[src/rtl/io_pkg.sv]
// Shared defaults and types for the buffered CPU/host I/O port.
package io_pkg;
    localparam int IO_WIDTH = 64;
    localparam int IO_DEPTH = 16;

    typedef logic [$clog2(IO_DEPTH+1)-1:0] count_t;
endpackage

[src/rtl/io_port_ctrl_if.sv]
// CPU strobe/data and host valid/ready bundle around io_port_ctrl.
interface io_port_ctrl_if
    import io_pkg::*;
#(
    parameter int WIDTH = IO_WIDTH,
    parameter int DEPTH = IO_DEPTH
) ();
    localparam int CW = $clog2(DEPTH + 1);

    logic             cpu_in_signal;
    logic [WIDTH-1:0] cpu_in_data;
    logic             cpu_out_signal;
    logic [WIDTH-1:0] cpu_out_data;
    logic             host_rx_valid;
    logic             host_rx_ready;
    logic [WIDTH-1:0] host_rx_data;
    logic             host_tx_valid;
    logic             host_tx_ready;
    logic [WIDTH-1:0] host_tx_data;
    logic [CW-1:0]    rx_count;
    logic [CW-1:0]    tx_count;
    logic             io_error;
    logic             err_clear;

    // The port controller itself.
    modport slave (
        input  cpu_in_signal, cpu_out_signal, cpu_out_data,
        input  host_rx_valid, host_rx_data, host_tx_ready, err_clear,
        output cpu_in_data, host_rx_ready, host_tx_valid, host_tx_data,
        output rx_count, tx_count, io_error
    );

    // The CPU core plus host side driving the controller.
    modport master (
        output cpu_in_signal, cpu_out_signal, cpu_out_data,
        output host_rx_valid, host_rx_data, host_tx_ready, err_clear,
        input  cpu_in_data, host_rx_ready, host_tx_valid, host_tx_data,
        input  rx_count, tx_count, io_error
    );
endinterface

[src/rtl/io_port_ctrl_sync_fifo.sv]
// Single-clock FIFO with separate occupancy count; head is read combinationally.
module sync_fifo
    import io_pkg::*;
#(
    parameter int WIDTH = IO_WIDTH,
    parameter int DEPTH = IO_DEPTH,
    localparam int AW = $clog2(DEPTH),
    localparam int CW = $clog2(DEPTH + 1)
) (
    input  logic             clk,
    input  logic             reset,
    input  logic             push,
    input  logic [WIDTH-1:0] push_data,
    input  logic             pop,
    output logic [WIDTH-1:0] head,
    output logic             full,
    output logic             empty,
    output logic [CW-1:0]    count
);
    logic [WIDTH-1:0] mem [DEPTH];
    logic [AW-1:0]    rd_ptr;
    logic [AW-1:0]    wr_ptr;
    logic [CW-1:0]    cnt;
    logic             pop_ok;
    logic             push_ok;

    assign full  = (cnt == CW'(DEPTH));
    assign empty = (cnt == '0);
    assign count = cnt;
    assign head  = mem[rd_ptr];

    // A pop in the same cycle frees the slot, so a full FIFO can still take a push.
    assign pop_ok  = pop && !empty;
    assign push_ok = push && (!full || pop_ok);

    always_ff @(posedge clk) begin
        if (reset) begin
            rd_ptr <= '0;
            wr_ptr <= '0;
            cnt    <= '0;
        end else begin
            if (push_ok) wr_ptr <= wr_ptr + 1'b1;
            if (pop_ok)  rd_ptr <= rd_ptr + 1'b1;
            case ({push_ok, pop_ok})
                2'b10:   cnt <= cnt + 1'b1;
                2'b01:   cnt <= cnt - 1'b1;
                default: cnt <= cnt;
            endcase
        end
    end

    always_ff @(posedge clk) begin
        if (!reset && push_ok) mem[wr_ptr] <= push_data;
    end
endmodule

[src/rtl/io_port_ctrl.sv]
// Buffered I/O port: host->CPU RX FIFO and CPU->host TX FIFO with a sticky error flag.
module io_port_ctrl
    import io_pkg::*;
#(
    parameter int WIDTH = IO_WIDTH,
    parameter int DEPTH = IO_DEPTH
) (
    input logic           clk,
    input logic           reset,
    io_port_ctrl_if.slave bus
);
    localparam int CW = $clog2(DEPTH + 1);

    logic [WIDTH-1:0] rx_head;
    logic [WIDTH-1:0] tx_head;
    logic             rx_full;
    logic             rx_empty;
    logic             tx_full;
    logic             tx_empty;
    logic [CW-1:0]    rx_cnt;
    logic [CW-1:0]    tx_cnt;
    logic             rx_push;
    logic             rx_underflow;
    logic             tx_overflow;
    logic             err;

    // The host only transfers while ready is high, so gate the push on not-full.
    assign rx_push = bus.host_rx_valid && !rx_full;

    sync_fifo #(.WIDTH(WIDTH), .DEPTH(DEPTH)) rx_fifo (
        .clk       (clk),
        .reset     (reset),
        .push      (rx_push),
        .push_data (bus.host_rx_data),
        .pop       (bus.cpu_in_signal),
        .head      (rx_head),
        .full      (rx_full),
        .empty     (rx_empty),
        .count     (rx_cnt)
    );

    sync_fifo #(.WIDTH(WIDTH), .DEPTH(DEPTH)) tx_fifo (
        .clk       (clk),
        .reset     (reset),
        .push      (bus.cpu_out_signal),
        .push_data (bus.cpu_out_data),
        .pop       (bus.host_tx_ready),
        .head      (tx_head),
        .full      (tx_full),
        .empty     (tx_empty),
        .count     (tx_cnt)
    );

    assign bus.cpu_in_data   = rx_empty ? '0 : rx_head;
    assign bus.host_tx_data  = tx_empty ? '0 : tx_head;
    assign bus.host_rx_ready = !rx_full;
    assign bus.host_tx_valid = !tx_empty;
    assign bus.rx_count      = rx_cnt;
    assign bus.tx_count      = tx_cnt;
    assign bus.io_error      = err;

    // A full TX with the host draining in the same cycle is not an overflow.
    assign rx_underflow = bus.cpu_in_signal && rx_empty;
    assign tx_overflow  = bus.cpu_out_signal && tx_full && !bus.host_tx_ready;

    always_ff @(posedge clk) begin
        if (reset)                            err <= 1'b0;
        else if (rx_underflow || tx_overflow) err <= 1'b1;
        else if (bus.err_clear)               err <= 1'b0;
    end
endmodule

[src/flat_wrapper.sv]
// flat-port wrapper written by rule: the top's interface ports become plain ports
module io_port_ctrl_flat import io_pkg::*;
#(
    parameter int WIDTH = IO_WIDTH,
    parameter int DEPTH = IO_DEPTH
)
  (clk, reset, bus_cpu_in_signal, bus_cpu_out_signal, bus_cpu_out_data, bus_host_rx_valid, bus_host_rx_data, bus_host_tx_ready, bus_err_clear, bus_cpu_in_data, bus_host_rx_ready, bus_host_tx_valid, bus_host_tx_data, bus_rx_count, bus_tx_count, bus_io_error);
  io_port_ctrl_if #(.WIDTH(WIDTH), .DEPTH(DEPTH)) bus_i ();
  input logic clk;
  input logic reset;
  input wire logic [$bits(bus_i.cpu_in_signal)-1:0] bus_cpu_in_signal;
  input wire logic [$bits(bus_i.cpu_out_signal)-1:0] bus_cpu_out_signal;
  input wire logic [$bits(bus_i.cpu_out_data)-1:0] bus_cpu_out_data;
  input wire logic [$bits(bus_i.host_rx_valid)-1:0] bus_host_rx_valid;
  input wire logic [$bits(bus_i.host_rx_data)-1:0] bus_host_rx_data;
  input wire logic [$bits(bus_i.host_tx_ready)-1:0] bus_host_tx_ready;
  input wire logic [$bits(bus_i.err_clear)-1:0] bus_err_clear;
  output wire logic [$bits(bus_i.cpu_in_data)-1:0] bus_cpu_in_data;
  output wire logic [$bits(bus_i.host_rx_ready)-1:0] bus_host_rx_ready;
  output wire logic [$bits(bus_i.host_tx_valid)-1:0] bus_host_tx_valid;
  output wire logic [$bits(bus_i.host_tx_data)-1:0] bus_host_tx_data;
  output wire logic [$bits(bus_i.rx_count)-1:0] bus_rx_count;
  output wire logic [$bits(bus_i.tx_count)-1:0] bus_tx_count;
  output wire logic [$bits(bus_i.io_error)-1:0] bus_io_error;
  assign bus_i.cpu_in_signal = bus_cpu_in_signal;
  assign bus_i.cpu_out_signal = bus_cpu_out_signal;
  assign bus_i.cpu_out_data = bus_cpu_out_data;
  assign bus_i.host_rx_valid = bus_host_rx_valid;
  assign bus_i.host_rx_data = bus_host_rx_data;
  assign bus_i.host_tx_ready = bus_host_tx_ready;
  assign bus_i.err_clear = bus_err_clear;
  assign bus_cpu_in_data = bus_i.cpu_in_data;
  assign bus_host_rx_ready = bus_i.host_rx_ready;
  assign bus_host_tx_valid = bus_i.host_tx_valid;
  assign bus_host_tx_data = bus_i.host_tx_data;
  assign bus_rx_count = bus_i.rx_count;
  assign bus_tx_count = bus_i.tx_count;
  assign bus_io_error = bus_i.io_error;
  io_port_ctrl #(.WIDTH(WIDTH), .DEPTH(DEPTH)) u_core (.clk(clk), .reset(reset), .bus(bus_i));
endmodule
[config.mk]
export PLATFORM = sky130hd
export DESIGN_NAME = io_port_ctrl_flat
export DESIGN_NICKNAME = d
export VERILOG_FILES = /design/src/rtl/io_pkg.sv /design/src/rtl/io_port_ctrl_if.sv /design/src/rtl/io_port_ctrl_sync_fifo.sv /design/src/rtl/io_port_ctrl.sv /design/src/flat_wrapper.sv
export SDC_FILE = /design/constraint.sdc
export NUM_CORES = 2
export LEC_CHECK = 0
export ABC_AREA = 1
export BUFFER_PORTS_ARGS = -buffer_cell sky130_fd_sc_hd__buf_2
export CAP_MARGIN = 20
export CORE_MARGIN = 4
export CORE_UTILIZATION = 44
export DETAILED_ROUTE_END_ITERATION = 10
export GPL_TIMING_DRIVEN = 0
export MAX_ROUTING_LAYER = met4
export SLEW_MARGIN = 15
export SYNTH_ARGS = -nofsm -noshare
export SYNTH_HDL_FRONTEND = slang
export SYNTH_HIERARCHICAL = 1
export SYNTH_SLANG_ARGS = --single-unit
[constraint.sdc]
create_clock -name clk -period 6.4 [get_ports clk]
set_input_delay 1.28 -clock clk [delete_from_list [all_inputs] [get_ports clk]]
set_output_delay 1.28 -clock clk [all_outputs]
set_load 0.05 [all_outputs]
==> flow_metrics.py <==
metrics = {
    "clock_tree": {
        "hold_buffers": 0,
        "cts.sinks": 2083,
        "ctsResizeCount": 0,
        "root_buffer": "clkbuf_16",
        "cts_max_path_buffers": 3,
        "cts_made_buffers": 214,
        "cts_tree": "yes",
        "htree_levels": 4,
        "clk_pin_slew_worst_paths_ns": 0.06,
        "cts_setup_buffers": 0,
        "clk_latency_ns": 0.88,
    },
    "job": {
        "maxCapViolCount": 0,
    },
    "worst_setup_path": {
        "r2r-end": "u_core/tx_fifo/mem[0][23]",
        "endpoint_kind": "primary output",
        "r2r_slack_ns": 3.43,
        "cp_data_arrival_time_ns": 3.95,
        "r2r_cells": 9,
        "worst_setup_path_start_kind": "flip-flop",
        "regToRegStartpoint": "u_core/tx_fifo/count[0]",
        "critPathKind": "flip-flop to primary output",
        "required_ns": 5.12,
        "worst-path-max-fanout": 10,
    },
    "floorplanning": {
        "die_w_um": 452.2,
        "die_y_um": 452.2,
        "core_area_mm2": 0.1956,
        "die_area_mm2": 0.2044,
        "core.rowCount": 162,
        "io_pins": 276,
        "initial_core_util_pct": 44.38,
    },
    "yosys": {
        "ys_top_cells_by_area": "edfxtp_1 (71%), inv_1 (5.2%), nand3_1 (4.6%), o211ai_1 (4.3%), nand2_1 (2.9%)",
        "synth_area_mm2": 0.08680,
        "syn-num-nets": 7146,
        "synth_area_leader_cell": "edfxtp_1",
        "yosysWarnings": 6,
        "ys_types": 28,
        "syn_avg_cell_area_um2": 12.41,
        "synth.yosys.seq_area_share_pct": 71.66,
        "synth-seq-cells": 2083,
        "synth_top_area_share_pct": 70.85,
        "netlist_instances": 6993,
    },
    "global_route": {
        "antenna_found_initial": 45,
        "grt_pass1_wl_um": 369400,
        "grt_pass1_vias": 54960,
        "overflow": 0,
        "grt.total_usage_pct": 25.22,
        "grt_max_degree": 27,
        "use_met1_pct": 31.44,
        "grt_busiest_layer": "met2",
        "grt.met2_usage_pct": 40.56,
        "met3_usage_pct": 4.397,
    },
    "sta": {
        "max_clock_freq_mhz": 191.2,
        "worstMarginPinSlew_ns": 1.131,
        "fin_ws_ns": 1.171,
        "setup_viol": 0,
        "hold_viol": 0,
        "finalCritPeriodShare_pct": 81.70,
        "relSlewSlack_pct": 24.61,
        "rsz0062_at_grt": "no",
        "fin_crit_ns": 5.229,
        "slew_violations": 0,
        "finClkSkew_ns": 0.04476,
        "holdWs_ns": 0.4888,
    },
    "final_layout": {
        "final_common_cell": "edfxtp_1",
        "nets": 7737,
        "final_cell_mix": "edfxtp_1 (2,048), inv_1 (1,192), nand3_1 (798)",
        "final_cell_area_mm2": 0.1006,
        "drive_gt1_share_pct": 14.11,
        "fillers": 16640,
        "final_util_pct": 51.44,
        "area_growth_pct": 15.92,
    },
    "power_and_ir_drop": {
        "p_per_area_mw_per_mm2": 399.0,
        "seq_power_share_pct": 38.1,
        "irDropWorstVdd_mv": 0.3296,
        "sw_frac_of_total_pct": 36.82,
        "switchingPower_mw": 14.78,
        "p_clk_share_pct": 29.9,
        "p_leak_nw": 37.01,
        "p_int_mw": 25.37,
        "comb_power_share_pct": 31.9,
    },
    "min_path": {
        "min_to": "u_core/tx_fifo/rd_ptr[2]",
        "hold_path_startpoint": "u_core/tx_fifo/rd_ptr[2]",
        "hp-class": "flip-flop to flip-flop",
        "min_path_cells": 2,
    },
    "place": {
        "hpwl_um": 169600,
        "place.gp.congestion": 0.8694,
        "pre_cts_slack_ns": 1.941,
        "placed_cell_area_mm2": 0.09385,
        "numPortBuffers": 275,
    },
    "routing": {
        "post_drt_wl_per_cell_um": 24.56,
        "via_count": 56900,
        "first_iter_violations": 5953,
        "vias_per_cell": 5.470,
        "drtPass1Iterations": 8,
        "antenna_left": 0,
        "wl_um": 255500,
        "post-route-drc-count": 0,
    },
    "status": {
        "status": "finished, final reports clean",
    },
}
area by class of cell:
class / instances / area [µm²] / area share [%]
Sequential cell: 2083 / 62200 / 61.82
Inverter: 1198 / 4497 / 4.469
Multi-Input combinational cell: 3272 / 17320 / 17.21
Tap cell: 2624 / 3283 / 3.263
Clock buffer: 286 / 5645 / 5.611
Buffer: 440 / 3037 / 3.018
Clock inverter: 99 / 1061 / 1.054
Antenna cell: 26 / 65.06 / 0.06466
Timing Repair Buffer: 375 / 3516 / 3.494
sequential cells by signal, indices dropped and copies added, names as in the netlist, named ones only:
name,cells
u_core/tx_fifo/rd_ptr,4
u_core/tx_fifo/mem,1024
u_core/tx_fifo/wr_ptr,4
u_core/bus.io_error,1
u_core/rx_fifo/wr_ptr,4
u_core/rx_fifo/rd_ptr,4
u_core/rx_fifo/mem,1024
u_core/rx_fifo/count,5
u_core/tx_fifo/count,5
power groups by stage:
| stage | Clock [mW] | Combinational, mW | Sequential [mW] |
|---|---|---|---|
| 2_1_floorplan | 0 | 8.37 | 15.7 |
| 3_3_place_gp | 0 | 12.6 | 15.6 |
| 3_5_place_dp | 0 | 12.7 | 15.6 |
| 4_1_cts | 12.2 | 12.8 | 15.3 |
| 5_1_grt | 12.8 | 13.7 | 15.3 |
| 6_report | 12.0 | 12.8 | 15.3 |
Yosys cell counts (all sizes together):
cell and n:
ha 16, xor2 4, fa 2, dfxtp 35, clkbuf 86, nand2 678, nand3 798, o211ai 512
o21ai 530, nor2 200, a21oi 528, xnor2 2, nand3b 2, buf 354, inv 1198, edfxtp 2048
through the flow:
step           instances  power [mW]  TNS (ns)
2_1_floorplan       6993       24.06         0
4_1_cts            10380       40.30         0
3_3_place_gp        9892       28.20  -3714.24
3_5_place_dp        9992       28.34         0
6_report           10400       40.15         0
5_1_grt            10400       41.78         0
cell families after synthesis:
family          after synthesis  synth area share (%)
simple gates               1678                 8.424
fa+ha+maj                    18                0.2768
xor+xnor                      6               0.06054
buf+inv                    1638                 8.669
compound gates             1570                 10.91
flops                      2083                 71.66
how the worst max path moves through the flow:
| stage | start | end | slack (ns) | cells past startpoint |
|---|---|---|---|---|
| finish | flip-flop | bus_host_tx_data[45] | 1.17 | 10 |
| global route | flip-flop | bus_host_tx_data[45] | 0.97 | 10 |
| CTS | flip-flop | bus_host_tx_data[45] | 1.0 | 10 |
| detailed placement | flip-flop | bus_host_tx_data[45] | 1.94 | 10 |
| global placement | reset | u_core/tx_fifo/mem[3][19] | -2.43 | 4 |
| floorplan | bus_host_rx_valid | u_core/rx_fifo/mem[0][0] | 1.45 | 6 |
per-layer routing:
layer	wire, µm	part of all wire, %
met3	21120	8.3
met4	11720	4.6
met5	0	0
met2	123800	48
met1	98850	39
critical path: stages, from the launching register on:
cell and delay, ns:
dfxtp_1 0.41, buf_2 0.25, buf_2 0.55, clkbuf_1 0.57, o211ai_1 0.19, nand3_1 0.12
nand3_1 0.13, nand2_1 0.14, inv_1 0.05, nor2_1 0.32, buf_2 0.34
No activity file was read; power rests on OpenSTA's default activity.
